<file path="src/rtl/tx_hdmi_timing.sv">
// 640x480@60 timing generator: counters -> stage 1 (read strobe, sync decode) -> stage 2 (aligned outputs).
// Mem_Read leads Out_pVDE by one clk so frame-memory data lands aligned with the syncs; no backpressure.
module tx_hdmi_timing #(
  parameter int H_ACT  = 640,
  parameter int H_FP   = 16,
  parameter int H_SYNC = 96,
  parameter int H_BP   = 48,
  parameter int V_ACT  = 480,
  parameter int V_FP   = 10,
  parameter int V_SYNC = 2,
  parameter int V_BP   = 33
) (
  input  logic        clk,
  input  logic        rst,
  input  logic        SelHDMI,
  input  logic [23:0] Mem_Data,
  output logic        Mem_Read,
  output logic [23:0] Out_pData,
  output logic        Out_pHSync,
  output logic        Out_pVSync,
  output logic        Out_pVDE,
  output logic        FraimSync
);

  localparam int H_TOT = H_ACT + H_FP + H_SYNC + H_BP;
  localparam int V_TOT = V_ACT + V_FP + V_SYNC + V_BP;
  localparam int HW    = $clog2(H_TOT);
  localparam int VW    = $clog2(V_TOT);
  localparam int BAR_W = H_ACT / 8;

  localparam logic [HW-1:0] H_LAST  = HW'(H_TOT - 1);
  localparam logic [HW-1:0] H_ACT_C = HW'(H_ACT);
  localparam logic [HW-1:0] HS_BEG  = HW'(H_ACT + H_FP);
  localparam logic [HW-1:0] HS_END  = HW'(H_ACT + H_FP + H_SYNC - 1);
  localparam logic [VW-1:0] V_LAST  = VW'(V_TOT - 1);
  localparam logic [VW-1:0] V_ACT_C = VW'(V_ACT);
  localparam logic [VW-1:0] VS_BEG  = VW'(V_ACT + V_FP);
  localparam logic [VW-1:0] VS_END  = VW'(V_ACT + V_FP + V_SYNC - 1);

  logic [HW-1:0] hcnt;
  logic [VW-1:0] vcnt;
  logic          act;
  logic          hs_n;
  logic          vs_n;
  logic          frame_pt;
  logic          frame_start;
  logic [2:0]    bar_idx;

  logic          de1;
  logic          hs1;
  logic          vs1;
  logic [2:0]    bar1;
  logic          sel;
  logic [23:0]   pix;

  function automatic logic [23:0] bar_rgb(input logic [2:0] idx);
    case (idx)
      3'd0:    bar_rgb = 24'hFFFFFF;
      3'd1:    bar_rgb = 24'hFFFF00;
      3'd2:    bar_rgb = 24'h00FFFF;
      3'd3:    bar_rgb = 24'h00FF00;
      3'd4:    bar_rgb = 24'hFF00FF;
      3'd5:    bar_rgb = 24'hFF0000;
      3'd6:    bar_rgb = 24'h0000FF;
      default: bar_rgb = 24'h000000;
    endcase
  endfunction

  always_ff @(posedge clk or posedge rst) begin
    if (rst) begin
      hcnt <= '0;
      vcnt <= '0;
    end else if (hcnt == H_LAST) begin
      hcnt <= '0;
      vcnt <= (vcnt == V_LAST) ? '0 : vcnt + 1'b1;
    end else begin
      hcnt <= hcnt + 1'b1;
    end
  end

  assign act         = (hcnt < H_ACT_C) && (vcnt < V_ACT_C);
  assign hs_n        = !((hcnt >= HS_BEG) && (hcnt <= HS_END));
  assign vs_n        = !((vcnt >= VS_BEG) && (vcnt <= VS_END));
  assign frame_pt    = (hcnt == '0) && (vcnt == V_ACT_C);
  assign frame_start = (hcnt == '0) && (vcnt == '0);

  always_comb begin
    bar_idx = 3'd0;
    for (int i = 1; i < 8; i++) begin
      if (hcnt >= HW'(i * BAR_W)) bar_idx = 3'(i);
    end
  end

  // Source select only moves at the top of a frame, ahead of the first pixel reaching stage 2.
  always_ff @(posedge clk or posedge rst) begin
    if (rst) begin
      Mem_Read  <= 1'b0;
      de1       <= 1'b0;
      hs1       <= 1'b1;
      vs1       <= 1'b1;
      bar1      <= 3'd0;
      sel       <= 1'b1;
      FraimSync <= 1'b0;
    end else begin
      Mem_Read  <= act;
      de1       <= act;
      hs1       <= hs_n;
      vs1       <= vs_n;
      bar1      <= bar_idx;
      FraimSync <= frame_pt;
      if (frame_start) sel <= SelHDMI;
    end
  end

  assign pix = sel ? Mem_Data : bar_rgb(bar1);

  always_ff @(posedge clk or posedge rst) begin
    if (rst) begin
      Out_pVDE   <= 1'b0;
      Out_pHSync <= 1'b1;
      Out_pVSync <= 1'b1;
      Out_pData  <= 24'h0;
    end else begin
      Out_pVDE   <= de1;
      Out_pHSync <= hs1;
      Out_pVSync <= vs1;
      Out_pData  <= de1 ? pix : 24'h0;
    end
  end

endmodule

</file>
<file path="config.mk">
export PLATFORM = sky130hd
export DESIGN_NAME = tx_hdmi_timing
export DESIGN_NICKNAME = d
export VERILOG_FILES = /design/src/rtl/tx_hdmi_timing.sv
export SDC_FILE = /design/constraint.sdc
export NUM_CORES = 1
export LEC_CHECK = 0
export BUFFER_PORTS_ARGS = -buffer_cell sky130_fd_sc_hd__buf_2
export CAP_MARGIN = 5
export CELL_PAD_IN_SITES_DETAIL_PLACEMENT = 1
export CELL_PAD_IN_SITES_GLOBAL_PLACEMENT = 2
export CORE_ASPECT_RATIO = 0.8
export CORE_MARGIN = 5
export CORE_UTILIZATION = 36
export DETAILED_ROUTE_END_ITERATION = 16
export PLACE_DENSITY_LB_ADDON = 0.2
export SETUP_SLACK_MARGIN = 0.2
export SLEW_MARGIN = 40
export SYNTH_ARGS = -nofsm -noshare
export SYNTH_HDL_FRONTEND = slang
export SYNTH_SLANG_ARGS = --single-unit
</file>
<file path="constraint.sdc">
create_clock -name clk -period 5.64 [get_ports clk]
set_clock_uncertainty 0.1 [all_clocks]
set_input_delay 0.564 -clock clk [delete_from_list [all_inputs] [get_ports clk]]
set_output_delay 0.564 -clock clk [all_outputs]
set_load 0.01 [all_outputs]
</file>
==> metrics.csv, run 1 <==
metric,value,unit
rsz0062_at_grt,no,
period_share,0.394,
synth_ff_type,dfrtp_1,
synth-edff-count,0,
hpwlAfterDp,3990,um
grt_max_degree,56,
dr.pass1.iters,4,
design.die.area,0.00859,sq mm
cts_buffer_depth,2,
maxSlewViolCount,0,
hp-start,hs1$_DFF_PP1_,
die_w,102,um
cp_max_fo,8,
wl,5700,um
route.top_layer_used,met4,
initial_core_util,0.364,
grt_usage,0.141,
place_area,0.00277,sq mm
grt_overflow,0,
core_region_area,0.00676,sq mm
final.setup.worst_slack,3.42,ns
clk_pin_slew_worst_paths,0.11,ns
clockRootBuffer,clkbuf_8,
route.detailed.drc,0,
p_leak,1.31,nW
synth-seq-cells,55,
io_pins,56,
startpoint_type,flip-flop,
criticalPathCategory,flip-flop to flip-flop,
async_flop_share,1.00,
synth_nets,263,
wl_met1,2780,um
period_minus_slack,2.22,ns
final_cell_count_no_fill,367,
gp_congestion,0.719,
holdWs,0.261,ns
r2r_start,hcnt[0]$_DFF_PP0_,
post-route-util,0.423,
ant_nets,0,
dr_wl_met2,2460,um
required,5.78,ns
drive_gt1_frac,0.289,
diodes,0,
cts_tree,yes,
worst_pin_slew,0.699,ns
cts_resized,0,
synth_top_family_by_area,simple AND/OR/NAND/NOR gates,
wl_met3,400,um
worstPathArrival,2.36,ns
synthAdderAreaFrac,0.0244,
crit_start,hcnt[0]$_DFF_PP0_,
vdd_ir_drop_max,0.103,mV
area_growth,16.2,%
synth-simple-area-share,0.198,
slew_headroom,0.534,
hp-class,flip-flop to flip-flop,
numCtsBuffers,5,
yosysSeqAreaShare,0.562,
place_inst,359,
setup_viol,0,
avgSynthCellArea,10.6,sq um
cts_max_level,2,
grt_pass1_vias,1871,
place_ws,3.44,ns
grt_pass1_wl,9650,um
multi_input_area,953,sq um
worstSkewPairLatency,0.31,ns
clock-sinks,55,
r2r.worst_path.cells,5,
postCtsHoldBufs,0,
fmax,450,MHz
status,completed,
synth_cells,232,
routedWlPerCell,15.5,um
hold_depth,0,
end_kind,flip-flop,
synth-compound-area-share,0.112,
p_per_area,240,mW/mm^2
synth_cell_type_count,42,
power.total,0.686,mW
antenna_found_initial,0,
synth_xor_area_frac,0.0356,
std_cell_rows,27,
postLayoutCellArea,0.00286,sq mm
synthMuxAreaShare,0.0173,
die_h,83.9,um
final_hold_viol_count,0,
finalSetupTns,0,ns
dr_total_vias,1860,
regArea,0.00138,sq mm
yosys_warnings,0,
post-cts-setup-buffers,0,
n_fill_cell,770,
routed_via_density,5.07,
fin_nets,310,
cap_violations,0,
netlist_area,0.00246,sq mm
place.port_buffers,55,
drt-initial-drc-count,74,
[report_power, final]
part	internal, mW	switching [mW]
clock	0.0895	0.138
sequential	0.406	0.00584
combinational	0.0195	0.0267
[sequential cells by signal, summed over array words and instances (netlist names)]
register	cells
FraimSync	1
Out_pData	24
Out_pHSync	1
Out_pVDE	1
Out_pVSync	1
bar1	3
de1	1
hcnt	10
hs1	1
sel	1
vcnt	10
vs1	1
[synth_stat cells, drive strengths merged (3+ instances only)]
| cell | instances | area [sq um] |
|---|---|---|
| dfrtp | 50 | 1250 |
| nand2 | 33 | 124 |
| a21boi | 24 | 180 |
| clkbuf | 14 | 72.6 |
| nand3 | 12 | 65.1 |
| inv | 8 | 30.0 |
| nor3 | 8 | 40.0 |
| nor2 | 7 | 26.3 |
| nor4 | 7 | 43.8 |
| o21ai | 7 | 35.0 |
| nand4 | 6 | 37.5 |
| dfstp | 5 | 131 |
| xnor2 | 5 | 43.8 |
| xor2 | 5 | 43.8 |
| a21oi | 4 | 20.0 |
| ha | 4 | 50.1 |
| or4 | 4 | 30.0 |
| buf | 3 | 20.0 |
| or2 | 3 | 18.8 |
| or3 | 3 | 21.3 |
[layout make-up]
class | count | area share
clock buffer | 5 | 0.0241
clock inverter | 3 | 0.00788
inverter | 8 | 0.0105
multi-input combinational | 152 | 0.334
sequential | 55 | 0.484
tap | 87 | 0.0381
timing repair buffer | 57 | 0.102
[kinds of logic after synthesis]
logic type / after synthesis
muxes: 4
and+or+nand+nor: 93
adders and majority gates: 5
buffers and inverters: 25
AOI/OAI and AO/OA: 40
DFF: 55
xor gates and xnor gates: 10
[critical path, cell delays in order, from the launching register on]
cell	delay, ns
dfrtp_1	0.42
ha_1	0.24
nand4b_2	0.14
or4_1	0.58
or4_1	0.55
mux2i_1	0.13
[cells in the final DEF, fill, tap and decap left out, types with 5 or more instances in the layout]
cell       n
xnor2_1    5
dfrtp_1   50
nor4_1     7
xor2_1     5
nand3_1   11
a21boi_0  24
nand4_1    6
o21ai_0    7
clkbuf_8   5
buf_2     55
inv_1      7
dfstp_2    5
nor3_1     8
nor2_1     7
nand2_1   33
[path summary, 6_finish.rpt]
path | to | slack [ns]
setup / recovery | vcnt[9]$_DFFE_PP0N_ | 3.42
hold / removal | Out_pHSync$_DFF_PP1_ | 0.26
setup reg to reg | vcnt[9]$_DFFE_PP0N_ | 3.42
hold reg to reg | Out_pHSync$_DFF_PP1_ | 0.26
max in group asynchronous | Out_pData[10]$_DFF_PP0_ | 4.63
min in group asynchronous | FraimSync$_DFF_PP0_ | 0.32
[routing by layer]
metal	global-route usage	vias to the layer above
met1	0.214	915
li1	-	892
met5	0	-
met4	0.0393	0
met3	0.0301	5
met2	0.199	48
Note: power is estimated with default switching activity, not from simulation.
==> run 2: changes to the inputs <==
- CORE_UTILIZATION: 36 -> 30
- clock period: 5.64 -> 1.85 ns (I/O delays scaled with it)
==> metrics.csv, run 2 (same netlist as run 1, synthesis figures left out) <==
metric,value,unit,change
status,finished with violations,,
failed_checks,setup timing,,
io_pins,56,,unchanged
grt_overflow,0,,unchanged
drive_gt1_frac,0.448,,+0.159
worstSkewPairLatency,0.30,ns,about the same
grt_pass1_vias,2183,,+17%
numCtsBuffers,5,,unchanged
holdWs,0.0257,ns,-0.235 ns
layout_commonest_cell,buf_2,,
vdd_ir_drop_max,0.278,mV,+170%
place.port_buffers,55,,unchanged
antenna_found_initial,0,,unchanged
grt_max_degree,38,,-32%
post-route-util,0.428,,+0.00566
startpoint_type,flip-flop,,
multi_input_area,0.00109,sq mm,+15%
rsz0062_at_grt,yes,,
p_leak,1.62,nW,+24%
regArea,0.00138,sq mm,about the same
dr.pass1.iters,4,,unchanged
max_flop_register,Out_pData,,
clockRootBuffer,clkbuf_8,,
required,1.98,ns,-3.80 ns
die_w,111,um,+8.6%
period_minus_slack,1.94,ns,-0.283 ns
crit_slowest_cell,or4_4,,
wl,6570,um,+15%
std_cell_rows,29,,+7.4%
cts_tree,yes,,
clock-sinks,55,,unchanged
crit_chain,"ha_4, nand4b_4, or4_4, or4_4, mux2i_1",,
clk_pin_slew_worst_paths,0.10,ns,about the same
cp_common_cell,or4_4,,
final.setup.worst_slack,-0.0885,ns,-3.51 ns
setup_viol,4,,+4
area_growth,38.5,%,
top_regs,"Out_pData x24, hcnt x10, vcnt x10",,
period_share,1.05,,+0.654
route.detailed.drc,0,,unchanged
r2r.worst_path.cells,5,,unchanged
cap_violations,0,,unchanged
p_per_area,614,mW/mm^2,+160%
cts_max_level,2,,unchanged
routed_via_density,4.62,,-8.9%
fin_nets,356,,+15%
largest_register_ffs,24,,unchanged
die_h,91.0,um,+8.4%
maxSlewViolCount,0,,unchanged
routedWlPerCell,15.1,um,-2.5%
drt-initial-drc-count,109,,+47%
cpPeakStageDelay,0.48,ns,-0.10 ns
dr_total_vias,2004,,+7.7%
worstPathArrival,2.07,ns,-0.29 ns
hpwlAfterDp,4620,um,+16%
final_hold_viol_count,0,,unchanged
diodes,0,,unchanged
hold_depth,3,,+3
n_fill_cell,922,,+20%
end_kind,flip-flop,,
core_region_area,0.00795,sq mm,+18%
grt_usage,0.133,,-0.00742
worst_pin_slew,0.462,ns,-0.237 ns
initial_core_util,0.309,,-0.0545
cts_buffer_depth,2,,unchanged
slew_headroom,0.692,,+0.158
layout_common_cells,"buf_2, dfrtp_1, buf_4",,
gp_congestion,0.734,,+2.2%
grt_pass1_wl,11100,um,+15%
criticalPathCategory,flip-flop to flip-flop,,
design.die.area,0.0101,sq mm,+18%
place_ws,-0.0731,ns,-3.51 ns
ant_nets,0,,unchanged
cp_max_fo,2,,-6
fmax,516,MHz,+15%
hp-class,primary input to flip-flop,,
run 2: cell types whose count changed in the layout (fill, tap and decap cells not counted), sizes merged:
cell / before / now
buf: 57 / 101
dlygate4sd3: 0 / 2
clkbuf: 5 / 6
inv: 9 / 8
run 2: worst max-delay path: cells and delay by family, from the launching register on:
family	cells	cell delay (ns)
fa+ha+maj	1	0.17
mux	1	0.14
simple gates	3	1.02
flops	1	0.43
run 2: worst paths after layout:
kind | startpoint | endpoint | slack, ns
worst max-delay path | hcnt[0]$_DFF_PP0_ | vcnt[9]$_DFFE_PP0N_ | -0.09
worst min-delay path | Mem_Data[2] | Out_pData[2]$_DFF_PP0_ | 0.03
worst max register to register | hcnt[0]$_DFF_PP0_ | vcnt[9]$_DFFE_PP0N_ | -0.09
worst min register to register | vs1$_DFF_PP1_ | Out_pVSync$_DFF_PP1_ | 0.26
max in group asynchronous | rst | Out_pHSync$_DFF_PP1_ | 0.72
min in group asynchronous | rst | Out_pData[10]$_DFF_PP0_ | 0.32
run 2: routing by layer:
layer | routed length, um | GRT usage | vias up | part of all wire
met5 | 0 | 0 | - | 0
met1 | 3240 | 0.184 | 967 | 0.49
li1 | - | - | 985 | -
met2 | 2960 | 0.213 | 50 | 0.45
met4 | 30 | 0.0274 | 0 | 0.0046
met3 | 343 | 0.0346 | 2 | 0.052
run 2: power breakdown:
group / leakage (nW) / switching (mW) / internal (mW) / total (mW)
clock: 0.0454 / 0.410 / 0.273 / 0.683
sequential: 0.653 / 0.0116 / 1.24 / 1.25
combinational: 0.924 / 0.0899 / 0.0678 / 0.158
total: 1.62 / 0.511 / 1.58 / 2.09
run 2: cell type report:
type / instances / share of cell area
clock buffers: 6 / 0.0213
clock inverters: 2 / 0.00515
inverters: 8 / 0.00882
multi-input cells: 152 / 0.321
flip-flops and latches: 55 / 0.406
well taps: 108 / 0.0397
repair buffers: 103 / 0.197
run 2: what timing repair did:
action,4_1_cts,5_1_grt
hold endpoints to repair,18,1
buffers inserted,7,3
setup endpoints to repair,12,18
gates resized for setup,12,13
hold buffers,1,1
pin swaps,9,4
run 2: stage by stage:
| stage | power [mW] | cells | area [sq um] | setup TNS, ns |
|---|---|---|---|---|
| finish | 2.09 | 434 | 3400 | -0.211 |
| global route | 2.21 | 434 | 3400 | -0.787 |
| CTS | 2.13 | 430 | 3320 | -0.0989 |
| detailed placement | 1.43 | 414 | 3120 | -0.284 |
| global placement | 1.43 | 414 | 3120 | -0.0194 |
| floorplan | 1.34 | 232 | 2520 | -0.176 |
==> run 3: changes to the inputs <==
- ABC_AREA: not set -> 1
- CORE_UTILIZATION: 30 -> 28
==> metrics.csv, run 3 <==
metric,value,unit,change
status,completed,,
rsz0062_at_grt,yes,,
yosys_warnings,0,,unchanged
min_to,Out_pData[10]$_DFF_PP0_,,
clockRootBuffer,clkbuf_8,,
drt-initial-drc-count,65,,-40%
synth_cell_type_count,27,,-36%
design.die.area,0.0105,sq mm,+4.2%
area_growth,33.4,%,
max_flop_register,Out_pData,,
synth.most_common_cell,nor2_1,,
netlist_area,0.00240,sq mm,-2.3%
n_fill_cell,1007,,+9.2%
fmax,634,MHz,+23%
grt_pass1_wl,10500,um,-5.5%
clock-sinks,55,,unchanged
synth_nets,306,,+16%
r2r_start,hcnt[0]$_DFF_PP0_,,
dr_total_vias,2079,,+3.7%
cts_tree,yes,,
hp-start,Mem_Data[10],,
routedWlPerCell,13.2,um,-13%
period_share,0.853,,-0.195
async_flop_share,1.00,,unchanged
cp_max_fo,8,,+6
antenna_found_initial,0,,unchanged
worstSkewPairLatency,0.31,ns,about the same
cap_violations,0,,unchanged
gp_congestion,0.750,,+2.2%
crit_start,hcnt[0]$_DFF_PP0_,,
slew_headroom,0.747,,+0.0548
final_cell_count_no_fill,476,,+9.7%
synth_top_area_cell,dfrtp_1,,
timing.rr.end,vcnt[3]$_DFFE_PP0N_,,
synth-seq-cells,55,,unchanged
cts_max_level,2,,unchanged
layout_common_cells,"nor2_1, buf_2, nand2_1",,
end_kind,flip-flop,,
wl,6300,um,-4.0%
routed_via_density,4.37,,-5.4%
layout_commonest_cell,nor2_1,,
p_per_area,694,mW/mm^2,+13%
die_w,114,um,+2.1%
ant_nets,0,,unchanged
clk_pin_slew_worst_paths,0.10,ns,about the same
place_inst,445,,+7.5%
regToRegSetupSlack,0.27,ns,+0.36 ns
avgSynthCellArea,8.74,sq um,-18%
p_leak,1.51,nW,-6.8%
period_minus_slack,1.58,ns,-0.360 ns
core_region_area,0.00845,sq mm,+6.3%
holdWs,0.00969,ns,-0.0160 ns
std_cell_rows,30,,+3.4%
criticalPathCategory,flip-flop to flip-flop,,
top_regs,"Out_pData x24, hcnt x10, vcnt x10",,
place_ws,0.131,ns,+0.204 ns
die_h,92.8,um,+2.1%
synth-edff-count,0,,unchanged
hpwlAfterDp,4580,um,-0.75%
setup_viol,0,,-4
numCtsBuffers,5,,unchanged
yosysSeqAreaShare,0.576,,+0.0132
grt_overflow,0,,unchanged
synthTopCellsByCount,"nor2_1, nand2_1, dfrtp_1",,
startpoint_type,flip-flop,,
initial_core_util,0.284,,-0.0250
hp-class,primary input to flip-flop,,
route.detailed.drc,0,,unchanged
synth_ff_type,dfrtp_1,,
vdd_ir_drop_max,0.363,mV,+31%
grt_usage,0.124,,-0.00891
required,1.99,ns,about the same
cts_buffer_depth,2,,unchanged
grt_max_degree,44,,+16%
diodes,0,,unchanged
worst_pin_slew,0.377,ns,-0.0851 ns
final.setup.worst_slack,0.272,ns,+0.360 ns
largest_register_ffs,24,,unchanged
maxSlewViolCount,0,,unchanged
fin_nets,394,,+11%
dr.pass1.iters,4,,unchanged
finalSetupTns,0,ns,+0.211 ns
final_hold_viol_count,0,,unchanged
synth.area.top_cells,"dfrtp_1, nor2_1, nand2_1, dfstp_2, inv_1",,
io_pins,56,,unchanged
grt_pass1_vias,2170,,-0.60%
drive_gt1_frac,0.234,,-0.214
synthDominantCellAreaShare,0.521,,+0.0119
hold_depth,3,,unchanged
worstPathArrival,1.72,ns,-0.35 ns
r2r.worst_path.cells,8,,+3
synth_cells,275,,+19%
place.port_buffers,55,,unchanged
## run 3: cell count changes in the layout (fill, tap and decap cells not counted), sizes merged, moves of 3 or more
cell         previous run  this run
dlygate4sd3             2        22
buf                   101        62
or2                     3         0
o21ai                   7        12
nand2                  33        55
nor4                    7         0
a21boi                 24         0
inv                     8        27
nor2                    7        71
xnor2                   5         1
or3                     3         0
or4                     4         0
## run 3: cells by family (layout without fill, tap and decap cells)
family / Yosys count / after routing / share of synthesized area
simple gates: 157 / 157 / 0.281
flops: 55 / 55 / 0.576
buf+inv: 31 / 120 / 0.0516
compound gates: 23 / 23 / 0.0526
xor+xnor: 5 / 5 / 0.0182
fa+ha+maj: 4 / 4 / 0.0208
## run 3: critical path: stages (launching register included)
cell and delay, ns:
dfrtp_1 0.41, ha_1 0.18, nand2_1 0.09, clkinv_1 0.08
nand2_2 0.07, nor3_4 0.17, buf_4 0.20, nand2_1 0.06
a21oi_1 0.15
## run 3: per-layer routing
layer	global-route usage	wire, um
met4	0.0360	79
met3	0.0287	374
met1	0.173	3150
met5	0	0
met2	0.193	2690
## run 3: layout make-up
cell class                 instances  area (sq um)  share of cell area
sequential                        55          1380               0.431
multi-input combinational        189           906               0.283
timing repair buffer              84           561               0.175
tap                              112           140              0.0437
inverter                          28           105              0.0328
clock buffer                       6          72.6              0.0226
clock inverter                     2          38.8              0.0121
## run 3: how the worst max path moves through the flow
stage,end,cells after the start,slack [ns]
after floorplan,FraimSync$_DFF_PP0_,1,0.23
after detailed placement,vcnt[3]$_DFFE_PP0N_,6,0.13
after global routing,vcnt[3]$_DFFE_PP0N_,8,0.17
after global placement,vcnt[3]$_DFFE_PP0N_,6,0.21
after CTS,vcnt[3]$_DFFE_PP0N_,6,0.25
final,vcnt[3]$_DFFE_PP0N_,8,0.27
## run 3: power by group
part / internal (mW) / total (mW) / switching (mW)
Sequential: 1.23 / 1.24 / 0.00734
Combinational: 0.0865 / 0.171 / 0.0848
Clock: 0.410 / 0.817 / 0.407
Total: 1.73 / 2.23 / 0.499
## run 3: through the flow
step                total power [mW]  area [sq um]   util
floorplan                       1.32          2400      -
global placement                1.40          2860  0.338
detailed placement              1.40          2860  0.338
CTS                             2.28          3180  0.377
global route                    2.34          3210  0.380
finish                          2.23          3210  0.380
## run 3: repair_timing
action                                  CTS  global route
endpoints found under the hold margin    32             1
buffers inserted                          0             1
endpoints found under the setup margin    6            10
resized for setup                         1             2
hold buffers                             21             1
